<file path="config.mk">
export PLATFORM = sky130hd
export DESIGN_NAME = split_stim_gen_flat
export DESIGN_NICKNAME = d
export VERILOG_FILES = /design/src/rtl/split_gen_pkg.sv /design/src/rtl/split_stim_gen_if.sv /design/src/rtl/split_stim_gen_lfsr.sv /design/src/rtl/split_stim_gen.sv /design/src/flat_wrapper.sv
export SDC_FILE = /design/constraint.sdc
export NUM_CORES = 1
export LEC_CHECK = 0
export ABC_AREA = 1
export ABC_CLOCK_PERIOD_IN_PS = 4300
export CAP_MARGIN = 20
export CORE_UTILIZATION = 44
export CTS_CLUSTER_SIZE = 30
export DETAILED_ROUTE_END_ITERATION = 16
export GPL_TIMING_DRIVEN = 0
export PLACE_DENSITY = 0.81
export SLEW_MARGIN = 10
export SYNTH_ARGS = -nofsm -noshare
export SYNTH_HDL_FRONTEND = slang
export SYNTH_SLANG_ARGS = --single-unit
</file>
<file path="constraint.sdc">
create_clock -name clk -period 4.3 [get_ports clk]
set_clock_uncertainty 0.2 [all_clocks]
set_input_delay 0.645 -clock clk [delete_from_list [all_inputs] [get_ports clk]]
set_output_delay 0.645 -clock clk [all_outputs]
set_load 0.1 [all_outputs]
</file>
<file path="src/rtl/split_gen_pkg.sv">
// Shared types and constants for the split_* stimulus generator:
// FSM state encoding, default LFSR seed, Galois tap masks and chunk math.
package split_gen_pkg;

  typedef enum logic [2:0] {
    ST_IDLE  = 3'd0,
    ST_GEN   = 3'd1,
    ST_CHECK = 3'd2,
    ST_HOLD  = 3'd3,
    ST_FAIL  = 3'd4
  } gen_state_e;

  localparam logic [31:0] DEF_SEED = 32'hACE1_2468;

  // Right-shifting Galois masks for maximal-length polynomials.
  localparam logic [63:0] TAPS_8  = 64'h0000_0000_0000_00B8; // x^8+x^6+x^5+x^4+1
  localparam logic [63:0] TAPS_16 = 64'h0000_0000_0000_B400; // x^16+x^14+x^13+x^11+1
  localparam logic [63:0] TAPS_24 = 64'h0000_0000_00E1_0000; // x^24+x^23+x^22+x^17+1
  localparam logic [63:0] TAPS_32 = 64'h0000_0000_8020_0003; // x^32+x^22+x^2+x+1
  localparam logic [63:0] TAPS_64 = 64'hD800_0000_0000_0000; // x^64+x^63+x^61+x^60+1

  function automatic logic [63:0] lfsr_taps(input int w);
    case (w)
      8:       return TAPS_8;
      16:      return TAPS_16;
      24:      return TAPS_24;
      64:      return TAPS_64;
      default: return TAPS_32;
    endcase
  endfunction

  // Number of GEN cycles needed to fill a vec_w-bit vector.
  function automatic int calc_chunks(input int vec_w, input int chunk_w);
    return (vec_w + chunk_w - 1) / chunk_w;
  endfunction

endpackage

</file>
<file path="src/rtl/split_stim_gen_if.sv">
// Checker-side and downstream-side signals of the stimulus generator.
// Handshake: a vector transfers on any clock edge where out_valid and
// out_ready are both high; once raised, out_valid and out_vec hold
// unchanged until that transfer, and out_ready may toggle freely.
interface split_stim_gen_if #(
  parameter int VEC_W = 64
) ();

  logic [VEC_W-1:0] chk_vec;
  logic             chk_x;
  logic             out_valid;
  logic             out_ready;
  logic [VEC_W-1:0] out_vec;

  modport master (
    output chk_vec,
    input  chk_x,
    output out_valid,
    input  out_ready,
    output out_vec
  );

  modport slave (
    input  chk_vec,
    output chk_x,
    input  out_valid,
    output out_ready,
    input  out_vec
  );

endinterface

</file>
<file path="src/rtl/split_stim_gen_lfsr.sv">
// Galois LFSR advanced STEPS positions per enabled cycle. The state can
// never become zero: both reset and a zero load fall back to SEED.
module lfsr_multistep #(
  parameter int             W     = 32,
  parameter int             STEPS = 32,
  parameter logic [W-1:0]   SEED  = 32'hACE1_2468,
  parameter logic [W-1:0]   TAPS  = 32'h8020_0003
) (
  input  logic         clk,
  input  logic         rst,
  input  logic         load,
  input  logic [W-1:0] load_val,
  input  logic         adv,
  output logic [W-1:0] q
);

  logic [W-1:0] nxt;

  // Unrolled STEPS single-bit Galois shifts.
  always_comb begin
    nxt = q;
    for (int i = 0; i < STEPS; i++) begin
      nxt = {1'b0, nxt[W-1:1]} ^ (nxt[0] ? TAPS : '0);
    end
  end

  // State register: load wins over advance; zero seed maps to SEED.
  always_ff @(posedge clk) begin
    if (rst) begin
      q <= SEED;
    end else if (load) begin
      q <= (load_val == '0) ? SEED : load_val;
    end else if (adv) begin
      q <= nxt;
    end
  end

endmodule

</file>
<file path="src/rtl/split_stim_gen.sv">
// Stimulus source for split_* constraint checkers: fills chk_vec from an
// LFSR in CHUNK_W slices, samples the checker verdict, and forwards only
// satisfying vectors downstream over valid/ready.
module split_stim_gen #(
  parameter int                VEC_W     = 64,
  parameter int                CHUNK_W   = 32,
  parameter int                LFSR_W    = 32,
  parameter logic [LFSR_W-1:0] DEF_SEED  = LFSR_W'(split_gen_pkg::DEF_SEED),
  parameter int                MAX_TRIES = 1024,
  localparam int               TRY_W     = $clog2(MAX_TRIES + 1)
) (
  input  logic                     clk,
  input  logic                     rst,
  input  logic                     run,
  input  logic                     seed_load,
  input  logic [LFSR_W-1:0]        seed_in,
  split_stim_gen_if.master         bus,
  output logic                     busy,
  output logic                     fail,
  output logic [TRY_W-1:0]         try_cnt,
  output logic [31:0]              acc_cnt,
  output split_gen_pkg::gen_state_e state_dbg
);

  import split_gen_pkg::*;

  localparam int CHUNKS = calc_chunks(VEC_W, CHUNK_W);
  localparam int IDX_W  = (CHUNKS > 1) ? $clog2(CHUNKS) : 1;
  localparam int EXT_W  = CHUNKS * CHUNK_W;

  gen_state_e              state_q, state_d;
  logic [IDX_W-1:0]        idx_q;
  logic [EXT_W-1:0]        vec_q;
  logic                    out_valid_q;
  logic                    fail_q;
  logic [TRY_W-1:0]        try_q;
  logic [31:0]             acc_q;
  logic [LFSR_W-1:0]       lfsr_q;

  logic chunk_last;
  logic gen_chunk;
  logic accept;
  logic reject;
  logic handshake;
  logic lfsr_load;
  logic enter_fail;

  assign chunk_last = (idx_q == IDX_W'(CHUNKS - 1));

  lfsr_multistep #(
    .W     (LFSR_W),
    .STEPS (CHUNK_W),
    .SEED  (DEF_SEED),
    .TAPS  (LFSR_W'(lfsr_taps(LFSR_W)))
  ) u_lfsr (
    .clk      (clk),
    .rst      (rst),
    .load     (lfsr_load),
    .load_val (seed_in),
    .adv      (gen_chunk),
    .q        (lfsr_q)
  );

  // FSM state register.
  always_ff @(posedge clk) begin
    if (rst) begin
      state_q <= ST_IDLE;
    end else begin
      state_q <= state_d;
    end
  end

  // Next-state and per-cycle control strobes. The handshake cycle in HOLD
  // also writes chunk 0 of the next vector so back-to-back vectors take
  // CHUNKS+1 cycles each.
  always_comb begin
    state_d    = state_q;
    gen_chunk  = 1'b0;
    accept     = 1'b0;
    reject     = 1'b0;
    handshake  = 1'b0;
    lfsr_load  = 1'b0;
    enter_fail = 1'b0;
    case (state_q)
      ST_IDLE: begin
        lfsr_load = seed_load;
        if (run) state_d = ST_GEN;
      end
      ST_GEN: begin
        gen_chunk = 1'b1;
        if (chunk_last) state_d = ST_CHECK;
      end
      ST_CHECK: begin
        if (bus.chk_x) begin
          accept  = 1'b1;
          state_d = ST_HOLD;
        end else begin
          reject = 1'b1;
          // The incremented count reaching MAX_TRIES ends generation.
          if (try_q == TRY_W'(MAX_TRIES - 1)) begin
            enter_fail = 1'b1;
            state_d    = ST_FAIL;
          end else if (run) begin
            state_d = ST_GEN;
          end else begin
            state_d = ST_IDLE;
          end
        end
      end
      ST_HOLD: begin
        if (bus.out_ready) begin
          handshake = 1'b1;
          if (run) begin
            gen_chunk = 1'b1;
            state_d   = chunk_last ? ST_CHECK : ST_GEN;
          end else begin
            state_d = ST_IDLE;
          end
        end
      end
      ST_FAIL: begin
        state_d = ST_FAIL;
      end
      default: begin
        state_d = ST_IDLE;
      end
    endcase
  end

  // Vector assembly, handshake flag, sticky fail and counters.
  always_ff @(posedge clk) begin
    if (rst) begin
      vec_q       <= '0;
      idx_q       <= '0;
      out_valid_q <= 1'b0;
      fail_q      <= 1'b0;
      try_q       <= '0;
      acc_q       <= '0;
    end else begin
      if (gen_chunk) begin
        vec_q[idx_q*CHUNK_W +: CHUNK_W] <= lfsr_q[CHUNK_W-1:0];
        idx_q <= chunk_last ? '0 : idx_q + IDX_W'(1);
      end
      if (accept) begin
        out_valid_q <= 1'b1;
        try_q       <= '0;
      end
      if (reject) begin
        try_q <= try_q + TRY_W'(1);
      end
      if (handshake) begin
        out_valid_q <= 1'b0;
        acc_q       <= acc_q + 32'd1;
      end
      if (enter_fail) begin
        fail_q <= 1'b1;
      end
    end
  end

  assign bus.chk_vec   = vec_q[VEC_W-1:0];
  assign bus.out_vec   = vec_q[VEC_W-1:0];
  assign bus.out_valid = out_valid_q;
  assign busy          = (state_q != ST_IDLE);
  assign fail          = fail_q;
  assign try_cnt       = try_q;
  assign acc_cnt       = acc_q;
  assign state_dbg     = state_q;

endmodule

</file>
<file path="src/flat_wrapper.sv">
// flat-port wrapper written by rule: the top's interface ports become plain ports
module split_stim_gen_flat import split_gen_pkg::*;
#(
  parameter int                VEC_W     = 64,
  parameter int                CHUNK_W   = 32,
  parameter int                LFSR_W    = 32,
  parameter logic [LFSR_W-1:0] DEF_SEED  = LFSR_W'(split_gen_pkg::DEF_SEED),
  parameter int                MAX_TRIES = 1024,
  localparam int               TRY_W     = $clog2(MAX_TRIES + 1)
)
  (clk, rst, run, seed_load, seed_in, busy, fail, try_cnt, acc_cnt, state_dbg, bus_chk_vec, bus_chk_x, bus_out_valid, bus_out_ready, bus_out_vec);
  split_stim_gen_if #(.VEC_W(VEC_W)) bus_i ();
  input  logic clk;
  input  logic rst;
  input  logic run;
  input  logic seed_load;
  input  logic [LFSR_W-1:0] seed_in;
  output logic busy;
  output logic fail;
  output logic [TRY_W-1:0] try_cnt;
  output logic [31:0] acc_cnt;
  output split_gen_pkg::gen_state_e state_dbg;
  output wire logic [$bits(bus_i.chk_vec)-1:0] bus_chk_vec;
  input wire logic [$bits(bus_i.chk_x)-1:0] bus_chk_x;
  output wire logic [$bits(bus_i.out_valid)-1:0] bus_out_valid;
  input wire logic [$bits(bus_i.out_ready)-1:0] bus_out_ready;
  output wire logic [$bits(bus_i.out_vec)-1:0] bus_out_vec;
  assign bus_chk_vec = bus_i.chk_vec;
  assign bus_i.chk_x = bus_chk_x;
  assign bus_out_valid = bus_i.out_valid;
  assign bus_i.out_ready = bus_out_ready;
  assign bus_out_vec = bus_i.out_vec;
  split_stim_gen #(.VEC_W(VEC_W), .CHUNK_W(CHUNK_W), .LFSR_W(LFSR_W), .DEF_SEED(DEF_SEED), .MAX_TRIES(MAX_TRIES)) u_core (.clk(clk), .rst(rst), .run(run), .seed_load(seed_load), .seed_in(seed_in), .bus(bus_i), .busy(busy), .fail(fail), .try_cnt(try_cnt), .acc_cnt(acc_cnt), .state_dbg(state_dbg));
endmodule
</file>
==> flow_metrics.tcl <==
set metrics [dict create \
    status "finished with violations" \
    violations "negative setup slack" \
    syn_area_sq_um 7800 \
    drt_wl_total_mm 27.4 \
    gp_congestion 0.971 \
    ys_warn_count 0 \
    synth_seq_cells 145 \
    relSlewSlack 0.320 \
    detail_route.first_pass.iterations 7 \
    syn_inst 1043 \
    viasPerCell 5.42 \
    drc 0 \
    critPathMaxFanout 6 \
    synth_nets 1083 \
    drv_slew 0 \
    clk_path_buf_depth 2 \
    routedWlPerCell_um 17.5 \
    grt_max_degree 17 \
    drt_iter0_drc 716 \
    end_kind "register" \
    num_vias 8476 \
    ios 215 \
    htree_levels 4 \
    fillers 1339 \
    setup_slack_ns -0.378 \
    slowest_delay_ns 0.37 \
    gr-total-overflow 0 \
    dpl.hpwl_mm 18.4 \
    synth_area_per_cell_sq_um 7.48 \
    seq_area_sq_um 2920 \
    crit_slowest_cell "dfxtp_4" \
    setup_viol_count_final 9 \
    cts.sinks 145 \
    port_buffers 214 \
    die_w_um 135 \
    clockRootBuffer "clkbuf_16" \
    post-route-util 0.685 \
    grt_pass1_vias 7701 \
    synth_top_area_frac 0.372 \
    synth_area_leader_cell "dfxtp_1" \
    rows 48 \
    path_class "reg -> reg" \
    async_reset_ff_frac 0 \
    tightest_slew_ns 1.02 \
    critPathArrivalTime_ns 4.77 \
    fmaxAchievable_ghz 0.214 \
    final_layout_size_suffix_gt1_frac 0.233 \
    grt_antenna_before_repair 0 \
    synthToLayoutAreaGrowth_pct 51.7 \
    fp.dieH_um 135 \
    ys_seq_area_frac 0.372 \
    finalHoldViolCount 0 \
    core-area_sq_um 17300 \
    cts_tree "yes" \
    cp.required_ns 4.39 \
    hold_path.class "reg -> reg" \
    startpoint_type "register" \
    grt_pass1_wl_mm 39.6 \
    final.min_clock_period_ns 4.68 \
    diodes 0 \
    synthFlopType "dfxtp_1" \
    period_share 1.09 \
    synth_edf_count 0 \
    layout.nets 1368 \
    synth.area.top_cells "dfxtp_1 37%, o21ai_0 6.9%, nand2_1 6.4%" \
    grt_usage 0.282 \
    cts.clk_slew.worst_paths_ns 0.06 \
    ant_nets 0 \
    numCtsBuffers 17 \
    multiInputGateArea_sq_um 4440 \
    ys_types 44 \
    dieArea_sq_um 18300 \
    rsz0062_at_grt "yes" \
    cap_violations 0 \
    clkLatencyLatePin_ns 0.43 \
    start_util 0.451 \
]
per-stage QoR:
step / cells / hold slack (ns) / area (sq um) / setup TNS (ns) / worst slack, ns
2_1_floorplan: 1043 / 0.245 / 7820 / 0 / 0.0423
3_5_place_dp: 1482 / 0.251 / 10200 / -6.33 / -0.592
4_1_cts: 1545 / 0.263 / 11400 / -0.743 / -0.175
5_1_grt: 1565 / 0.291 / 11800 / -4.74 / -0.566
6_report: 1565 / 0.264 / 11800 / -2.33 / -0.378
3_3_place_gp: 1482 / 0.251 / 10200 / -4.15 / -0.481
kinds of logic after synthesis:
group,count (synthesis),synth area share
DFF,145,0.372
and+or+nand+nor,423,0.268
AOI/OAI and AO/OA,238,0.165
adders and majority gates,2,0.00321
buffers and inverters,197,0.134
xor gates and xnor gates,38,0.0576
synth_stat cells (5+ instances only):
| cell type | number |
|---|---|
| a21oi_1 | 99 |
| buf_4 | 66 |
| clkbuf_1 | 34 |
| dfxtp_1 | 145 |
| inv_1 | 83 |
| inv_2 | 5 |
| nand2_1 | 133 |
| nand2_2 | 32 |
| nand2_4 | 13 |
| nand3_1 | 73 |
| nand3_2 | 17 |
| nand4_1 | 8 |
| nor2_1 | 102 |
| nor3_1 | 20 |
| nor3b_1 | 6 |
| nor4_1 | 11 |
| o2111ai_1 | 5 |
| o21a_1 | 9 |
| o21ai_0 | 107 |
| o221ai_1 | 9 |
| xnor2_1 | 10 |
| xor2_1 | 20 |
layer usage:
layer	track usage	share of wire	up-vias
li1	-	-	4000
met1	0.324	0.37	3925
met2	0.478	0.48	451
met3	0.0909	0.10	100
met4	0.127	0.042	0
met5	0	0	-
path summary, 6_finish.rpt:
kind | from | to | slack (ns) | cells past startpoint
worst max-delay path | u_core.u_lfsr.q[0] | u_core.u_lfsr.q[18] | -0.38 | 39
worst max register to register | u_core.u_lfsr.q[0] | u_core.u_lfsr.q[18] | -0.38 | 39
worst min-delay path | u_core.bus.out_valid | u_core.bus.out_valid | 0.26 | 2
worst min register to register | u_core.bus.out_valid | u_core.bus.out_valid | 0.26 | 2
flip-flops by register name, indices dropped and copies added, names as in the netlist:
name                  cells
u_core.acc_cnt           32
u_core.try_cnt           11
u_core.fail               1
u_core.bus.chk_vec       64
u_core.bus.out_valid      1
u_core.state_dbg          3
u_core.u_lfsr.q          32
u_core.chunk_last         1
cells in the final DEF, fill, tap and decap left out, types with 6 or more instances in the layout:
| cell | count |
|---|---|
| nand2_1 | 110 |
| nand2_4 | 31 |
| nor3_1 | 16 |
| nand3_4 | 22 |
| nand4_1 | 8 |
| a21oi_1 | 99 |
| nor2_2 | 6 |
| nor2_1 | 96 |
| clkdlybuf4s50_1 | 214 |
| nand2_2 | 37 |
| o21a_1 | 9 |
| clkbuf_16 | 17 |
| nand3_2 | 30 |
| inv_2 | 6 |
| nor4_1 | 10 |
| inv_1 | 78 |
| o21ai_0 | 104 |
| clkbuf_1 | 39 |
| clkbuf_8 | 9 |
| buf_4 | 115 |
| xor2_1 | 19 |
| o221ai_1 | 8 |
| xnor2_1 | 9 |
| nand3_1 | 38 |
| dfxtp_1 | 138 |
worst max-delay path: cells and delay by family, from the launching register on:
| family | cells | cell delay, ns |
|---|---|---|
| AND/OR/NAND/NOR | 32 | 2.96 |
| buffers and inverters | 4 | 0.44 |
| flip-flops | 1 | 0.37 |
| XOR/XNOR | 1 | 0.31 |
| AO/OA/AOI/OAI | 2 | 0.24 |
layout make-up:
class,count,area share
Buffer,106,0.0598
Clock buffer,27,0.0433
Clock inverter,4,0.00613
Inverter,91,0.0297
Multi-Input combinational cell,701,0.375
Sequential cell,145,0.247
Tap cell,225,0.0238
Timing Repair Buffer,266,0.216
what timing repair did:
action | in CTS | in global routing
setup buffers | 32 | 20
setup endpoints to repair | 15 | 23
pin swaps | 28 | 29
hold buffers | 0 | 0
gates resized for setup | 73 | 65
Power is left out: the tool's default activity adds up to more than one toggle a clock period on the data nets, which glitch-free logic cannot reach.
